<file path="src/rtl/sparc_exu_div_yreg_ctl_if.sv">
// Y register control bundle between the ECL/pipeline (master) and the
// Y register write sequencer (slave).
interface sparc_exu_div_yreg_ctl_if;
  logic [1:0] tid_e;
  logic       wry_vld_w;
  logic [1:0] wry_tid_w;
  logic       flush_w;
  logic       mul_vld_g;
  logic [1:0] mul_tid_g;
  logic       mulscc_vld_e;
  logic [1:0] mulscc_tid_e;
  logic       mulscc_rs1_0_e;
  logic       kill_m;

  logic [3:0] yreg_thr_e;
  logic [3:0] yreg_wen_w;
  logic [3:0] yreg_wen_g;
  logic [3:0] yreg_shift_g;
  logic [3:0] yreg_wen_l;
  logic       yreg_data_31_g;
  logic [3:0] yreg_busy;
  logic       yreg_collide;

  modport master (
    output tid_e, wry_vld_w, wry_tid_w, flush_w, mul_vld_g, mul_tid_g,
           mulscc_vld_e, mulscc_tid_e, mulscc_rs1_0_e, kill_m,
    input  yreg_thr_e, yreg_wen_w, yreg_wen_g, yreg_shift_g, yreg_wen_l,
           yreg_data_31_g, yreg_busy, yreg_collide
  );

  modport slave (
    input  tid_e, wry_vld_w, wry_tid_w, flush_w, mul_vld_g, mul_tid_g,
           mulscc_vld_e, mulscc_tid_e, mulscc_rs1_0_e, kill_m,
    output yreg_thr_e, yreg_wen_w, yreg_wen_g, yreg_shift_g, yreg_wen_l,
           yreg_data_31_g, yreg_busy, yreg_collide
  );
endinterface

</file>
<file path="src/rtl/sparc_exu_div_yreg_ctl.sv">
// Per-thread Y register write sequencer: pipes WRY and MULScc to their write
// stages, arbitrates same-thread writes (mul > shift > wry) and reports busy.
module sparc_exu_div_yreg_ctl #(
  parameter int unsigned NUM_THREADS = 4
) (
  input  logic                    clk,
  input  logic                    reset,
  sparc_exu_div_yreg_ctl_if.slave yif
);

  localparam int unsigned TID_W   = 2;
  localparam int unsigned THR_W   = 4;
  localparam logic [THR_W-1:0] THR_MASK = THR_W'((1 << NUM_THREADS) - 1);

  function automatic logic [THR_W-1:0] dec(input logic vld, input logic [TID_W-1:0] tid);
    dec = vld ? (THR_W'(1) << tid) : '0;
  endfunction

  logic             wry_vld_w2;
  logic [TID_W-1:0] wry_tid_w2;
  logic             ms_vld_m, ms_vld_g;
  logic [TID_W-1:0] ms_tid_m, ms_tid_g;
  logic             ms_rs1_m, ms_rs1_g;
  logic             collide_q;

  logic             wry_cap_w;
  logic             ms_cap_e;
  logic [THR_W-1:0] wry_req, shift_req, mul_req;
  logic [THR_W-1:0] wen_w, wen_g, shift_g, wen_l;
  logic [THR_W-1:0] thr_e, busy;
  logic             collide_now;
  logic             data_31;

  // Requests to unimplemented threads never enter the pipes.
  always_comb begin
    wry_cap_w = yif.wry_vld_w & ~yif.flush_w & (|(dec(1'b1, yif.wry_tid_w) & THR_MASK));
    ms_cap_e  = yif.mulscc_vld_e & (|(dec(1'b1, yif.mulscc_tid_e) & THR_MASK));
  end

  always_ff @(posedge clk or posedge reset) begin
    if (reset) begin
      wry_vld_w2 <= 1'b0;
      wry_tid_w2 <= '0;
      ms_vld_m   <= 1'b0;
      ms_tid_m   <= '0;
      ms_rs1_m   <= 1'b0;
      ms_vld_g   <= 1'b0;
      ms_tid_g   <= '0;
      ms_rs1_g   <= 1'b0;
      collide_q  <= 1'b0;
    end else begin
      wry_vld_w2 <= wry_cap_w;
      wry_tid_w2 <= yif.wry_tid_w;
      ms_vld_m   <= ms_cap_e;
      ms_tid_m   <= yif.mulscc_tid_e;
      ms_rs1_m   <= yif.mulscc_rs1_0_e;
      ms_vld_g   <= ms_vld_m & ~yif.kill_m;
      ms_tid_g   <= ms_tid_m;
      ms_rs1_g   <= ms_rs1_m;
      collide_q  <= collide_q | collide_now;
    end
  end

  // Fixed-priority select per thread; the loser is dropped and flagged.
  always_comb begin
    wry_req     = dec(wry_vld_w2, wry_tid_w2) & THR_MASK;
    shift_req   = dec(ms_vld_g, ms_tid_g) & THR_MASK;
    mul_req     = dec(yif.mul_vld_g, yif.mul_tid_g) & THR_MASK;
    wen_g       = mul_req;
    shift_g     = shift_req & ~mul_req;
    wen_w       = wry_req & ~mul_req & ~shift_req;
    wen_l       = ~(wen_w | wen_g | shift_g);
    collide_now = |((mul_req & shift_req) | (mul_req & wry_req) | (shift_req & wry_req));
    data_31     = (|shift_g) & ms_rs1_g;
  end

  always_comb begin
    thr_e = (NUM_THREADS == 1) ? THR_W'(1) : (dec(1'b1, yif.tid_e) & THR_MASK);
    busy  = (wry_req
           | shift_req
           | dec(ms_vld_m, ms_tid_m)
           | dec(ms_cap_e, yif.mulscc_tid_e)
           | dec(wry_cap_w, yif.wry_tid_w)) & THR_MASK;
  end

  assign yif.yreg_thr_e     = thr_e;
  assign yif.yreg_wen_w     = wen_w;
  assign yif.yreg_wen_g     = wen_g;
  assign yif.yreg_shift_g   = shift_g;
  assign yif.yreg_wen_l     = wen_l;
  assign yif.yreg_data_31_g = data_31;
  assign yif.yreg_busy      = busy;
  assign yif.yreg_collide   = collide_q;

endmodule

</file>
<file path="src/flat_wrapper.sv">
// flat-port wrapper written by rule: the top's interface ports become plain ports
module sparc_exu_div_yreg_ctl_flat 
#(
  parameter int unsigned NUM_THREADS = 4
)
  (clk, reset, yif_tid_e, yif_wry_vld_w, yif_wry_tid_w, yif_flush_w, yif_mul_vld_g, yif_mul_tid_g, yif_mulscc_vld_e, yif_mulscc_tid_e, yif_mulscc_rs1_0_e, yif_kill_m, yif_yreg_thr_e, yif_yreg_wen_w, yif_yreg_wen_g, yif_yreg_shift_g, yif_yreg_wen_l, yif_yreg_data_31_g, yif_yreg_busy, yif_yreg_collide);
  sparc_exu_div_yreg_ctl_if yif_i ();
  input  logic clk;
  input  logic reset;
  input wire logic [$bits(yif_i.tid_e)-1:0] yif_tid_e;
  input wire logic [$bits(yif_i.wry_vld_w)-1:0] yif_wry_vld_w;
  input wire logic [$bits(yif_i.wry_tid_w)-1:0] yif_wry_tid_w;
  input wire logic [$bits(yif_i.flush_w)-1:0] yif_flush_w;
  input wire logic [$bits(yif_i.mul_vld_g)-1:0] yif_mul_vld_g;
  input wire logic [$bits(yif_i.mul_tid_g)-1:0] yif_mul_tid_g;
  input wire logic [$bits(yif_i.mulscc_vld_e)-1:0] yif_mulscc_vld_e;
  input wire logic [$bits(yif_i.mulscc_tid_e)-1:0] yif_mulscc_tid_e;
  input wire logic [$bits(yif_i.mulscc_rs1_0_e)-1:0] yif_mulscc_rs1_0_e;
  input wire logic [$bits(yif_i.kill_m)-1:0] yif_kill_m;
  output wire logic [$bits(yif_i.yreg_thr_e)-1:0] yif_yreg_thr_e;
  output wire logic [$bits(yif_i.yreg_wen_w)-1:0] yif_yreg_wen_w;
  output wire logic [$bits(yif_i.yreg_wen_g)-1:0] yif_yreg_wen_g;
  output wire logic [$bits(yif_i.yreg_shift_g)-1:0] yif_yreg_shift_g;
  output wire logic [$bits(yif_i.yreg_wen_l)-1:0] yif_yreg_wen_l;
  output wire logic [$bits(yif_i.yreg_data_31_g)-1:0] yif_yreg_data_31_g;
  output wire logic [$bits(yif_i.yreg_busy)-1:0] yif_yreg_busy;
  output wire logic [$bits(yif_i.yreg_collide)-1:0] yif_yreg_collide;
  assign yif_i.tid_e = yif_tid_e;
  assign yif_i.wry_vld_w = yif_wry_vld_w;
  assign yif_i.wry_tid_w = yif_wry_tid_w;
  assign yif_i.flush_w = yif_flush_w;
  assign yif_i.mul_vld_g = yif_mul_vld_g;
  assign yif_i.mul_tid_g = yif_mul_tid_g;
  assign yif_i.mulscc_vld_e = yif_mulscc_vld_e;
  assign yif_i.mulscc_tid_e = yif_mulscc_tid_e;
  assign yif_i.mulscc_rs1_0_e = yif_mulscc_rs1_0_e;
  assign yif_i.kill_m = yif_kill_m;
  assign yif_yreg_thr_e = yif_i.yreg_thr_e;
  assign yif_yreg_wen_w = yif_i.yreg_wen_w;
  assign yif_yreg_wen_g = yif_i.yreg_wen_g;
  assign yif_yreg_shift_g = yif_i.yreg_shift_g;
  assign yif_yreg_wen_l = yif_i.yreg_wen_l;
  assign yif_yreg_data_31_g = yif_i.yreg_data_31_g;
  assign yif_yreg_busy = yif_i.yreg_busy;
  assign yif_yreg_collide = yif_i.yreg_collide;
  sparc_exu_div_yreg_ctl #(.NUM_THREADS(NUM_THREADS)) u_core (.clk(clk), .reset(reset), .yif(yif_i));
endmodule
</file>
<file path="config.mk">
export PLATFORM = sky130hd
export DESIGN_NAME = sparc_exu_div_yreg_ctl_flat
export DESIGN_NICKNAME = d
export VERILOG_FILES = /design/src/rtl/sparc_exu_div_yreg_ctl_if.sv /design/src/rtl/sparc_exu_div_yreg_ctl.sv /design/src/flat_wrapper.sv
export SDC_FILE = /design/constraint.sdc
export NUM_CORES = 1
export LEC_CHECK = 0
export CORE_MARGIN = 5
export CORE_UTILIZATION = 39
export CTS_BUF_LIST = sky130_fd_sc_hd__clkbuf_16
export CTS_CLUSTER_DIAMETER = 200
export DETAILED_ROUTE_END_ITERATION = 8
export PLACE_DENSITY = 0.83
export SKIP_LAST_GASP = 1
export SYNTH_ARGS = -nofsm -noshare
export SYNTH_HDL_FRONTEND = slang
export SYNTH_SLANG_ARGS = --single-unit
</file>
<file path="constraint.sdc">
create_clock -name clk -period 3.85 [get_ports clk]
set_clock_uncertainty 0.2 [all_clocks]
set_input_delay 0.9625 -clock clk [delete_from_list [all_inputs] [get_ports clk]]
set_output_delay 0.9625 -clock clk [all_outputs]
set_load 0.03 [all_outputs]
</file>
==> results of run 1 <==
==> power by group through the flow <==
stage | Sequential (W) | Clock (W) | Combinational, W
2_1_floorplan | 0.000140 | 0 | 0.0000558
3_3_place_gp | 0.000141 | 0 | 0.000109
3_5_place_dp | 0.000141 | 0 | 0.000110
4_1_cts | 0.000140 | 0.000189 | 0.000110
5_1_grt | 0.000141 | 0.000196 | 0.000116
6_report | 0.000140 | 0.000188 | 0.000109
==> cell usage in the layout (no fill, tap or decap), types with 2 or more instances in the layout <==
master                            count
sky130_fd_sc_hd__and3b_1              2
sky130_fd_sc_hd__nor2_1               9
sky130_fd_sc_hd__clkdlybuf4s50_1     35
sky130_fd_sc_hd__and2_1               2
sky130_fd_sc_hd__nor3b_1              7
sky130_fd_sc_hd__dfrtp_1             12
sky130_fd_sc_hd__nand3b_1             5
sky130_fd_sc_hd__inv_1                3
sky130_fd_sc_hd__nand2_1              8
sky130_fd_sc_hd__nor2b_1              4
sky130_fd_sc_hd__clkbuf_16            3
sky130_fd_sc_hd__o22ai_1              2
sky130_fd_sc_hd__dlymetal6s2s_1       2
sky130_fd_sc_hd__dlygate4sd2_1        2
sky130_fd_sc_hd__nor3b_2              2
sky130_fd_sc_hd__buf_4                9
sky130_fd_sc_hd__nand3_1              7
==> stage by stage <==
| stage | hold slack [ns] | setup slack, ns |
|---|---|---|
| after detailed placement | 0.144 | -0.0850 |
| after global placement | 0.139 | -0.0462 |
| after global routing | 0.171 | 0.00992 |
| final | 0.150 | 0.0906 |
| after CTS | 0.153 | 0.0525 |
| after floorplan | 0.131 | 0.228 |
==> metal layers <==
metal  up-vias  part of all wire (%)  routed length [µm]
li1        388                     -                   -
met1       341                    40                 817
met2        43                    47                 949
met3         2                    12                 242
met4         0                  0.50                  10
met5         -                     0                   0
==> worst max-delay path, cell delays in order <==
cell                              delay [ns]
sky130_fd_sc_hd__clkdlybuf4s50_1        0.52
sky130_fd_sc_hd__nor2_1                 0.08
sky130_fd_sc_hd__buf_4                  0.14
sky130_fd_sc_hd__nor3b_1                0.18
sky130_fd_sc_hd__clkdlybuf4s50_1        0.70
==> cell usage after synthesis, drive strengths merged <==
cell type	n	area, µm²
dfrtp	12	300
nor2	9	33.8
nor3b	9	77.6
nand2	8	30.0
nand3	7	35.0
nand3b	5	37.5
nor2b	5	33.8
inv	3	11.3
and2	2	12.5
and3b	2	17.5
clkbuf	2	7.51
o22ai	2	12.5
a211o	1	8.76
a221oi	1	8.76
a222oi	1	10.0
a31oi	1	6.26
and3	1	6.26
buf	1	5.00
nand2b	1	6.26
nand4	1	6.26
nor3	1	5.00
o2111ai	1	8.76
o41a	1	11.3
or2	1	6.26
or4	1	7.51
xor2	1	8.76
==> timing repair <==
item / 4_1_cts / 5_1_grt
resized for setup: 2 / 2
cloned: 0 / 0
setup endpoints to repair: 2 / 2
==> cell families (layout without fill, tap and decap cells) <==
family | Yosys count | count (layout) | share of synthesized area [%]
AOI/OAI and AO/OA | 8 | 8 | 9.28
xor gates and xnor gates | 1 | 1 | 1.23
buffers and inverters | 6 | 55 | 3.33
DFF | 12 | 12 | 42.0
and+or+nand+nor | 53 | 53 | 44.1
==> layout make-up <==
type	count	area, µm²
timing repair buffer	48	460
fill	130	454
multi-input combinational	62	390
sequential	12	300
clock buffer	3	75.1
tap	25	31.3
inverter	3	11.3
clock inverter	1	3.75
==> how the worst min path moves through the flow <==
stage | to | slack [ns] | depth (start not counted)
after global routing | u_core.ms_rs1_g | 0.17 | 0
after global placement | u_core.ms_rs1_g | 0.14 | 0
final | u_core.ms_rs1_g | 0.15 | 0
after floorplan | u_core.ms_rs1_g | 0.13 | 0
after CTS | u_core.ms_rs1_g | 0.15 | 0
after detailed placement | u_core.ms_rs1_g | 0.14 | 0
==> flip-flops by register name (all words and copies together) (netlist names) <==
register	count
u_core.ms_rs1_g	1
u_core.ms_rs1_m	1
u_core.ms_tid_g	2
u_core.ms_tid_m	2
u_core.ms_vld_g	1
u_core.ms_vld_m	1
u_core.wry_tid_w2	2
u_core.wry_vld_w2	1
u_core.yif.yreg_collide	1
==> reports/qor.yml, run 1 <==
run_status:
  outcome: "finished, final reports clean"
route:
  ant_nets: 0
  drt_wl_total_mm: 2.02
  avgViaCountPerCell: 5.03
  drt-wirelength-per-cell_um: 13.1
  detailed_routing_iterations_pass_1: 4
  drt_iter0_drc: 17
  vias: 774
  remaining_drc_errors: 0
final_layout:
  fin_nets: 146
  n_antenna_cell: 0
  fin_cells: 154
  post_route_cells_drive_above_1_share_pct: 11.6
  postLayoutCellArea_um2: 1270
  postLayoutCoreUtil_pct: 73.7
  flow.area_growth_from_synthesis_pct: 78.1
setup_path:
  worstRegToRegCells: 4
  r2r-end: "u_core.yif.yreg_collide"
  crit_path_end_kind: "output port"
  critPathLaunchType: "primary input"
  critical_path.reg2reg.startpoint: "u_core.ms_vld_g"
  worst_setup_path_endpoint: "yif_yreg_wen_w[1]"
  worst-path-max-fanout: 4
  critical_path_origin: "yif_mul_tid_g[1]"
  critPathKind: "in -> out"
  worst-endpoint-arrival_ns: 2.60
  cp.required_ns: 2.69
  setup_slack_of_the_most_critical_reg_to_reg_path_ns: 2.25
placement:
  postPlaceCellArea_um2: 1190
  detailed_place_hpwl_mm: 1.66
  io_buffer_count: 41
  gpl.final_weighted_congestion: 0.845
  dp_cells: 150
die:
  die_h_um: 52.8
  initial_utilization_pct: 41.4
  horizontal_die_dimension_um: 52.8
  design.core.area_um2: 1730
  design.portCount: 42
  die_outline_area_um2: 2790
  row_count: 15
global_route:
  grt_first_pass_wirelength_mm: 3.28
  gr-total-overflow: 0
  antenna_violations_before_repair: 0
  grt_most_used_layer: "met2"
  globalRouteTotalUtil_pct: 16.1
  grt_util_met1_pct: 17.6
  groute.layer.met2.usage_pct: 28.7
  met3_usage_pct: 5.41
  via_count_of_the_first_global_routing_pass: 770
  grt_start_max_net_pins: 13
clocking:
  max-clock-path-buffers: 2
  tritoncts: "yes"
  clock-root-buffer: "sky130_fd_sc_hd__clkbuf_16"
  postCtsSetupBuffers: 0
  cts_hold_buffers: 0
  cts_made_buffers: 3
  clock_latency_ns: 0.24
  clkTransAtPathRegs_ns: 0.04
  cts_htree_levels: 1
  cts.sink_count: 12
yosys:
  synth_cell_type_count: 28
  synthesis.area_per_instance_um2: 8.93
  yosys_register_bits: 12
  synthesis.area_um2: 714
  post_synth_inst_count: 80
  synth.yosys.seq_area_share_pct: 42.0
  synth.net_count: 96
  synth_warnings: 0
sta:
  setup_viol: 0
  max_slew.worst_pin.slew_ns: 0.429
  timing_hold_violations_final: 0
  totalNegativeSetupSlack_ns: 0
  final-max-slew-violation-count: 0
  min_period_over_period_pct: 97.6
  slew_headroom_pct: 71.4
  rsz_0062_raised_after_global_routing: "no"
  period_needed_ns: 3.76
  fmaxAchievable_ghz: 0.266
worst_hold_path:
  hold_path_startpoint: "u_core.ms_rs1_m"
  worst_hold_path_type: "reg -> reg"
pwr:
  switching_share_pct: 26.4
  power.clock.fraction_pct: 43.0
  power.ir.vdd_worst_uv: 364
  totalPowerFinal_w: 0.000436
  pwr_density_cell_nw_per_um2: 343
  power.combinational.fraction_pct: 24.9
  leakagePower_nw: 0.579
  sequentialPowerShare_pct: 32.0
  p_sw_w: 0.000115
  internal-power_w: 0.000321
job:
  max-cap-violations: 0
No activity file was read; power rests on OpenSTA's default activity.
==> run 2, diff against run 1 <==
CAP_MARGIN = 20   (was default)
==> results of run 2 <==
Same layout as run 1: the final DEF is identical, and so are final timing and power.
==> run 3, diff against run 2 <==
HOLD_SLACK_MARGIN = 0.12   (was default)
SKIP_LAST_GASP = default   (was 1)
==> results of run 3 <==
Same layout as run 1: the final DEF is identical, and so are final timing and power.
